--- config.mk ---
export PLATFORM = sky130hd
export DESIGN_NAME = spi_controller_mc
export DESIGN_NICKNAME = d
export VERILOG_FILES = /design/src/rtl/spi_controller_mc.sv
export SDC_FILE = /design/constraint.sdc
export NUM_CORES = 1
export LEC_CHECK = 0
export CAP_MARGIN = 0
export CELL_PAD_IN_SITES_DETAIL_PLACEMENT = 0
export CELL_PAD_IN_SITES_GLOBAL_PLACEMENT = 1
export CORE_ASPECT_RATIO = 1.5
export CORE_MARGIN = 4
export CORE_UTILIZATION = 41
export DETAILED_ROUTE_END_ITERATION = 8
export GPL_TIMING_DRIVEN = 1
export PLACE_DENSITY_LB_ADDON = 0.1
export SYNTH_ARGS = -nofsm -noshare
export SYNTH_HDL_FRONTEND = slang
export SYNTH_SLANG_ARGS = --single-unit
--- constraint.sdc ---
create_clock -name i_clk -period 2.4 [get_ports i_clk]
set_input_delay 0.36 -clock i_clk [delete_from_list [all_inputs] [get_ports i_clk]]
set_output_delay 0.36 -clock i_clk [all_outputs]
set_load 0.02 [all_outputs]
--- src/rtl/spi_controller_mc.sv ---
// ---------------------------------------------------------------------------
// spi_controller_mc
//
// Parametrised SPI controller with multiple active-low chip selects. It
// supports all four SPI modes, selectable bit order and multi-word bursts
// that keep chip select asserted between words. An integrated divider sets
// the SCLK half period to (div+1) i_clk cycles.
//
// Ports:
//   i_clk, i_rst_n    system clock, synchronous active-low reset
//   i_cfg_*           divider, mode {CPOL,CPHA}, bit order and CS index,
//                     latched on i_cfg_valid while idle
//   i_tx, i_tx_last   word to send and "release CS after this word" flag
//   i_tx_valid        start a word, accepted while o_ready=1
//   o_rx, o_rx_valid  received word and its one-cycle strobe
//   i_cipo, o_copi    serial data in / out
//   o_sclk, o_cs_n    SPI clock and chip selects
//   o_ready, o_busy   can accept a word / CS asserted or shifting
// ---------------------------------------------------------------------------
module spi_controller_mc #(
    parameter int DATA_WIDTH = 8,
    parameter int NUM_CS     = 4,
    parameter int DIV_WIDTH  = 8,
    parameter int CS_W       = (NUM_CS > 1) ? $clog2(NUM_CS) : 1
) (
    input  logic                  i_clk,
    input  logic                  i_rst_n,
    input  logic [DIV_WIDTH-1:0]  i_cfg_div,
    input  logic [1:0]            i_cfg_mode,
    input  logic                  i_cfg_lsb_first,
    input  logic [CS_W-1:0]       i_cfg_cs_sel,
    input  logic                  i_cfg_valid,
    input  logic [DATA_WIDTH-1:0] i_tx,
    input  logic                  i_tx_last,
    input  logic                  i_tx_valid,
    output logic [DATA_WIDTH-1:0] o_rx,
    output logic                  o_rx_valid,
    input  logic                  i_cipo,
    output logic                  o_copi,
    output logic                  o_sclk,
    output logic [NUM_CS-1:0]     o_cs_n,
    output logic                  o_ready,
    output logic                  o_busy
);

    localparam int EDGE_W = $clog2(2 * DATA_WIDTH + 1);

    typedef enum logic [2:0] {
        S_IDLE,
        S_SETUP,
        S_SHIFT,
        S_HOLD,
        S_GAP
    } state_t;

    state_t                r_state;
    logic [DIV_WIDTH-1:0]  r_div;
    logic                  r_cpol;
    logic                  r_cpha;
    logic                  r_lsb;
    logic [CS_W-1:0]       r_cs_sel;
    logic [DATA_WIDTH-1:0] r_tx_sh;
    logic [DATA_WIDTH-1:0] r_rx_sh;
    logic                  r_last;
    logic [DIV_WIDTH-1:0]  r_cnt;
    logic [EDGE_W-1:0]     r_edge;
    logic                  r_fin;

    logic                  w_tick;
    logic                  w_leading;
    logic                  w_final;
    logic                  w_accept;
    logic                  w_do_edge;
    logic [NUM_CS-1:0]     w_cs_n;

    // Bit at the head of the shift order, and the word after removing it.
    function automatic logic head_bit(input logic [DATA_WIDTH-1:0] w, input logic lsb);
        return lsb ? w[0] : w[DATA_WIDTH-1];
    endfunction

    function automatic logic [DATA_WIDTH-1:0] shift_out(input logic [DATA_WIDTH-1:0] w,
                                                        input logic lsb);
        return lsb ? {1'b0, w[DATA_WIDTH-1:1]} : {w[DATA_WIDTH-2:0], 1'b0};
    endfunction

    // Received bits enter from the end opposite the one they are sent from,
    // so after DATA_WIDTH samples the word sits in natural order.
    function automatic logic [DATA_WIDTH-1:0] shift_in(input logic [DATA_WIDTH-1:0] w,
                                                       input logic b, input logic lsb);
        return lsb ? {b, w[DATA_WIDTH-1:1]} : {w[DATA_WIDTH-2:0], b};
    endfunction

    // Out-of-range selects match no line, so the transfer runs with every
    // chip select left high.
    always_comb begin
        w_cs_n = '1;
        for (int i = 0; i < NUM_CS; i++) begin
            if (r_cs_sel == CS_W'(i)) begin
                w_cs_n[i] = 1'b0;
            end
        end
    end

    // r_edge holds the number of SCLK edges already produced, so an even
    // count means the next edge is a leading one.
    assign w_tick    = (r_cnt == r_div);
    assign w_leading = ~r_edge[0];
    assign w_final   = (r_edge == EDGE_W'(2 * DATA_WIDTH - 1));
    assign w_accept  = i_tx_valid && o_ready &&
                       (((r_state == S_IDLE) && !i_cfg_valid) || (r_state == S_GAP));
    // SETUP expiry produces the first edge directly; the extra cycle after
    // the final edge (r_fin) presents the received word.
    assign w_do_edge = w_tick && ((r_state == S_SETUP) || ((r_state == S_SHIFT) && !r_fin));

    // Single state machine. The case handles per-state bookkeeping; word
    // acceptance and SCLK edge actions follow it and take precedence.
    always_ff @(posedge i_clk) begin
        if (!i_rst_n) begin
            r_state    <= S_IDLE;
            r_div      <= DIV_WIDTH'(1);
            r_cpol     <= 1'b0;
            r_cpha     <= 1'b0;
            r_lsb      <= 1'b0;
            r_cs_sel   <= '0;
            r_tx_sh    <= '0;
            r_rx_sh    <= '0;
            r_last     <= 1'b0;
            r_cnt      <= '0;
            r_edge     <= '0;
            r_fin      <= 1'b0;
            o_rx       <= '0;
            o_rx_valid <= 1'b0;
            o_copi     <= 1'b0;
            o_sclk     <= 1'b0;
            o_cs_n     <= '1;
            o_ready    <= 1'b0;
            o_busy     <= 1'b0;
        end else begin
            o_rx_valid <= 1'b0;

            case (r_state)
                S_IDLE: begin
                    o_ready <= 1'b1;
                    o_busy  <= 1'b0;
                    o_cs_n  <= '1;
                    o_sclk  <= r_cpol;
                    if (i_cfg_valid) begin
                        r_div    <= i_cfg_div;
                        r_cpol   <= i_cfg_mode[1];
                        r_cpha   <= i_cfg_mode[0];
                        r_lsb    <= i_cfg_lsb_first;
                        r_cs_sel <= i_cfg_cs_sel;
                        o_sclk   <= i_cfg_mode[1];
                    end
                end

                S_SETUP: begin
                    if (w_tick) begin
                        r_state <= S_SHIFT;
                    end else begin
                        r_cnt <= r_cnt + DIV_WIDTH'(1);
                    end
                end

                S_SHIFT: begin
                    if (r_fin) begin
                        r_fin      <= 1'b0;
                        r_cnt      <= '0;
                        o_rx       <= r_rx_sh;
                        o_rx_valid <= 1'b1;
                        if (r_last) begin
                            r_state <= S_HOLD;
                        end else begin
                            r_state <= S_GAP;
                            o_ready <= 1'b1;
                        end
                    end else if (!w_tick) begin
                        r_cnt <= r_cnt + DIV_WIDTH'(1);
                    end
                end

                S_HOLD: begin
                    if (w_tick) begin
                        r_state <= S_IDLE;
                        o_cs_n  <= '1;
                        o_copi  <= 1'b0;
                        o_ready <= 1'b1;
                        o_busy  <= 1'b0;
                        o_sclk  <= r_cpol;
                    end else begin
                        r_cnt <= r_cnt + DIV_WIDTH'(1);
                    end
                end

                S_GAP: begin
                end

                default: begin
                    r_state <= S_IDLE;
                end
            endcase

            // New word from IDLE or GAP. With CPHA=0 the first bit must be
            // on the line before the first (sampling) edge.
            if (w_accept) begin
                r_state <= S_SETUP;
                r_last  <= i_tx_last;
                r_cnt   <= '0;
                r_edge  <= '0;
                r_fin   <= 1'b0;
                o_ready <= 1'b0;
                o_busy  <= 1'b1;
                o_cs_n  <= w_cs_n;
                if (!r_cpha) begin
                    o_copi  <= head_bit(i_tx, r_lsb);
                    r_tx_sh <= shift_out(i_tx, r_lsb);
                end else begin
                    r_tx_sh <= i_tx;
                end
            end

            // SCLK edge: sample on leading edges when CPHA=0 and on
            // trailing edges when CPHA=1; drive on the other edge, except
            // that nothing is driven after the last edge.
            if (w_do_edge) begin
                o_sclk <= ~o_sclk;
                r_edge <= r_edge + EDGE_W'(1);
                r_cnt  <= '0;
                if (w_leading ^ r_cpha) begin
                    r_rx_sh <= shift_in(r_rx_sh, i_cipo, r_lsb);
                end else if (!w_final) begin
                    o_copi  <= head_bit(r_tx_sh, r_lsb);
                    r_tx_sh <= shift_out(r_tx_sh, r_lsb);
                end
                if (w_final) begin
                    r_fin <= 1'b1;
                end
            end
        end
    end

endmodule
==> flow_metrics.env, run 1 <==
export IMPL_final_common_cell="dfxtp_1"
export IMPL_totalWireLength_microns=7820
export IMPL_overflow=0
export IMPL_postRouteAntennaNets=0
export IMPL_fin_crit_sh=0.861
export IMPL_antenna_found_initial=0
export IMPL_dr_pass1_iters=4
export IMPL_fin_crit_ns=2.07
export IMPL_core_area_sq_um=7610
export IMPL_synth_edf_count=0
export IMPL_critPathLaunchType="register"
export IMPL_final_cell_mix="64 x dfxtp_1, 62 x nand2_1, 49 x a21oi_1"
export IMPL_post_drt_via_cell_ratio=5.37
export IMPL_synthCells=394
export IMPL_use_met1=0.216
export IMPL_synthXorXnorAreaFrac=0.0319
export IMPL_slew_violations=0
export IMPL_postCtsSetupBuffers=0
export IMPL_setup_viol=0
export IMPL_die_w_microns=80.3
export IMPL_syn_nets=424
export IMPL_leakage_nw=1.34
export IMPL_track_usage=0.186
export IMPL_outcome="complete, no violations"
export IMPL_skew_ns=0.00592
export IMPL_busiest_layer="met2"
export IMPL_dpl_instance_area_sq_um=3740
export IMPL_io_buffers=43
export IMPL_cts_resized=0
export IMPL_worst_setup_path_end_kind="register"
export IMPL_p_total_mw=2.67
export IMPL_ctsRootBufferMaster="clkbuf_16"
export IMPL_clkSinkCount=64
export IMPL_wire_per_inst_microns=14.4
export IMPL_use_met3=0.0517
export IMPL_rows=39
export IMPL_syn_area_sq_um=3220
export IMPL_gr_usage_met2=0.320
export IMPL_cts_tree="yes"
export IMPL_grt_setup_unrepaired="no"
export IMPL_crit_type="register to register"
export IMPL_die_area_sq_um=9360
export IMPL_nNetsFinal=465
export IMPL_seq_area_frac_synth=0.398
export IMPL_grt_pass1_vias=2823
export IMPL_yosys_area_share_simple=0.231
export IMPL_grt_max_degree=49
export IMPL_ctsHoldBuffers=0
export IMPL_syn_area_per_cell_sq_um=8.17
export IMPL_hpwlAfterDp_microns=5640
export IMPL_synth_top_family_by_area="simple AND/OR/NAND/NOR gates"
export IMPL_cts_buffers_inserted=9
export IMPL_finalHoldViolCount=0
export IMPL_worst_slew_pin_slew_ns=0.657
export IMPL_relSlewSlack=0.557
export IMPL_drc=0
export IMPL_ys_ff_latch=64
export IMPL_io_pins=44
export IMPL_ys_warn_count=0
export IMPL_ys_async_sr_fraction=0
export IMPL_hold_class="register to register"
export IMPL_synth_distinct_cells=50
export IMPL_cts_reportedPaths_clkPinSlew_ns=0.05
export IMPL_synth_main_ff_cell="dfxtp_1"
export IMPL_fmax_mhz=484
export IMPL_powerDensity_nw_per_um2=663
export IMPL_die_h_microns=117
export IMPL_peakVddDrop_mv=0.397
export IMPL_max_cap_viol_count=0
export IMPL_tns_ns=0
export IMPL_fin_area_sq_um=4020
export IMPL_synthMuxAreaShare=0.0630
export IMPL_arrival_ns=2.25
export IMPL_synth_adder_area_share=0.0117
export IMPL_vias=2911
export IMPL_required_ns=2.58
export IMPL_area_delta_synth_final_pct=24.9
export IMPL_crit_path_max_fanout=10
export IMPL_clockBufferDepth=2
export IMPL_clk_latency_ns=0.33
export IMPL_h_tree_depth=3
export IMPL_drive_above_1_share=0.0841
export IMPL_diodes=0
export IMPL_gp_congestion=0.836
export IMPL_start_util=0.423
export IMPL_drt_iter0_drc=144
export IMPL_synth_compound_area_frac=0.209
export IMPL_grt_pass1_wl_microns=13500
[per-layer routing]
layer,part of all wire,routed length (microns),vias up
met1,0.45,3500,1359
li1,-,-,1496
met4,0.013,102,0
met3,0.029,229,8
met2,0.51,3990,48
met5,0,0,-
[flip-flops by register name, summed over array words and instances, names as in the netlist, 2 cells and up]
register,flops
r_cnt,8
o_rx,8
r_edge,5
r_cs_sel,2
r_state,3
r_rx_sh,8
r_div,8
r_tx_sh,8
o_cs_n,4
[worst max-delay path: stages (launching register included)]
cell and delay, ns:
dfxtp_1 0.49, xnor2_2 0.16, nand4_2 0.18, or2_1 0.39
or3_4 0.44, nand3_2 0.18, a311oi_1 0.07
[cells in the mapped netlist, drive strengths merged, types with 3 or more instances]
cell,instances,area [sq um]
mux2i,18,180
inv,9,33.8
o211ai,3,22.5
buf,13,92.6
nand3,11,60.1
a21oi,49,245
nand2b,4,25.0
nor2,38,143
clkbuf,14,52.6
or3,3,23.8
nor4,3,33.8
and3,4,25.0
dfxtp,64,1280
nor3b,5,37.5
a211oi,23,183
a31oi,4,25.0
nor2b,8,50.1
nor3,4,20.0
a311oi,4,35.0
o21ai,12,60.1
nand2,62,233
ha,3,37.5
nand4,5,37.5
xnor2,10,103
[per-stage QoR]
| stage | hold slack [ns] | cells | utilization | worst slack [ns] |
|---|---|---|---|---|
| floorplan | 0.422 | 394 | - | 0.595 |
| global placement | 0.445 | 526 | 0.491 | 0.359 |
| detailed placement | 0.449 | 526 | 0.491 | 0.340 |
| CTS | 0.456 | 542 | 0.528 | 0.328 |
| global route | 0.472 | 542 | 0.528 | 0.0853 |
| finish | 0.452 | 542 | 0.528 | 0.335 |
[path summary, 6_finish.rpt]
path	startpoint	to	slack, ns	depth (start not counted)
max reg2reg	r_cnt[3]	r_cnt[7]	0.33	6
min reg2reg	o_rx[4]	o_rx[4]	0.45	2
max	r_cnt[3]	r_cnt[7]	0.33	6
min	o_rx[4]	o_rx[4]	0.45	2
[cell type report]
type                       instances  area, sq um
fill                             795         3590
sequential                        64         1280
inverter                           9         33.8
clock buffer                      13          240
timing repair buffer              57          536
tap                              102          128
multi-input combinational        294         1760
clock inverter                     3         42.5
[report_power, final]
part           internal (mW)  leakage (nW)  switching (mW)
Clock                  0.802         0.134           0.441
Combinational          0.134         0.687           0.159
Sequential              1.10         0.520          0.0331
Total                   2.03          1.34           0.633
[kinds of logic (layout without fill, tap and decap cells)]
group | Yosys count | in the layout
simple gates | 154 | 154
compound gates | 107 | 107
flops | 64 | 64
buf+inv | 36 | 82
mux | 20 | 20
xor+xnor | 10 | 10
fa+ha+maj | 3 | 3
(Power assumes the default switching activity.)
==> run 2: changes to the inputs <==
--- a/config.mk
+++ b/config.mk
@@ -13,6 +13,7 @@
 export CORE_UTILIZATION = 41
 export DETAILED_ROUTE_END_ITERATION = 8
 export GPL_TIMING_DRIVEN = 1
+export HOLD_SLACK_MARGIN = 0.1
 export PLACE_DENSITY_LB_ADDON = 0.1
 export SYNTH_ARGS = -nofsm -noshare
 export SYNTH_HDL_FRONTEND = slang
==> results of run 2 <==
No change in the layout: final DEF, timing and power equal those of run 1.
==> run 3: changes to the inputs <==
--- a/config.mk
+++ b/config.mk
@@ -12,6 +12,7 @@
 export CORE_MARGIN = 4
 export CORE_UTILIZATION = 41
 export DETAILED_ROUTE_END_ITERATION = 8
+export GPL_ROUTABILITY_DRIVEN = 0
 export GPL_TIMING_DRIVEN = 1
 export HOLD_SLACK_MARGIN = 0.1
 export PLACE_DENSITY_LB_ADDON = 0.1
==> results of run 3 <==
No change in the layout: final DEF, timing and power equal those of run 1.
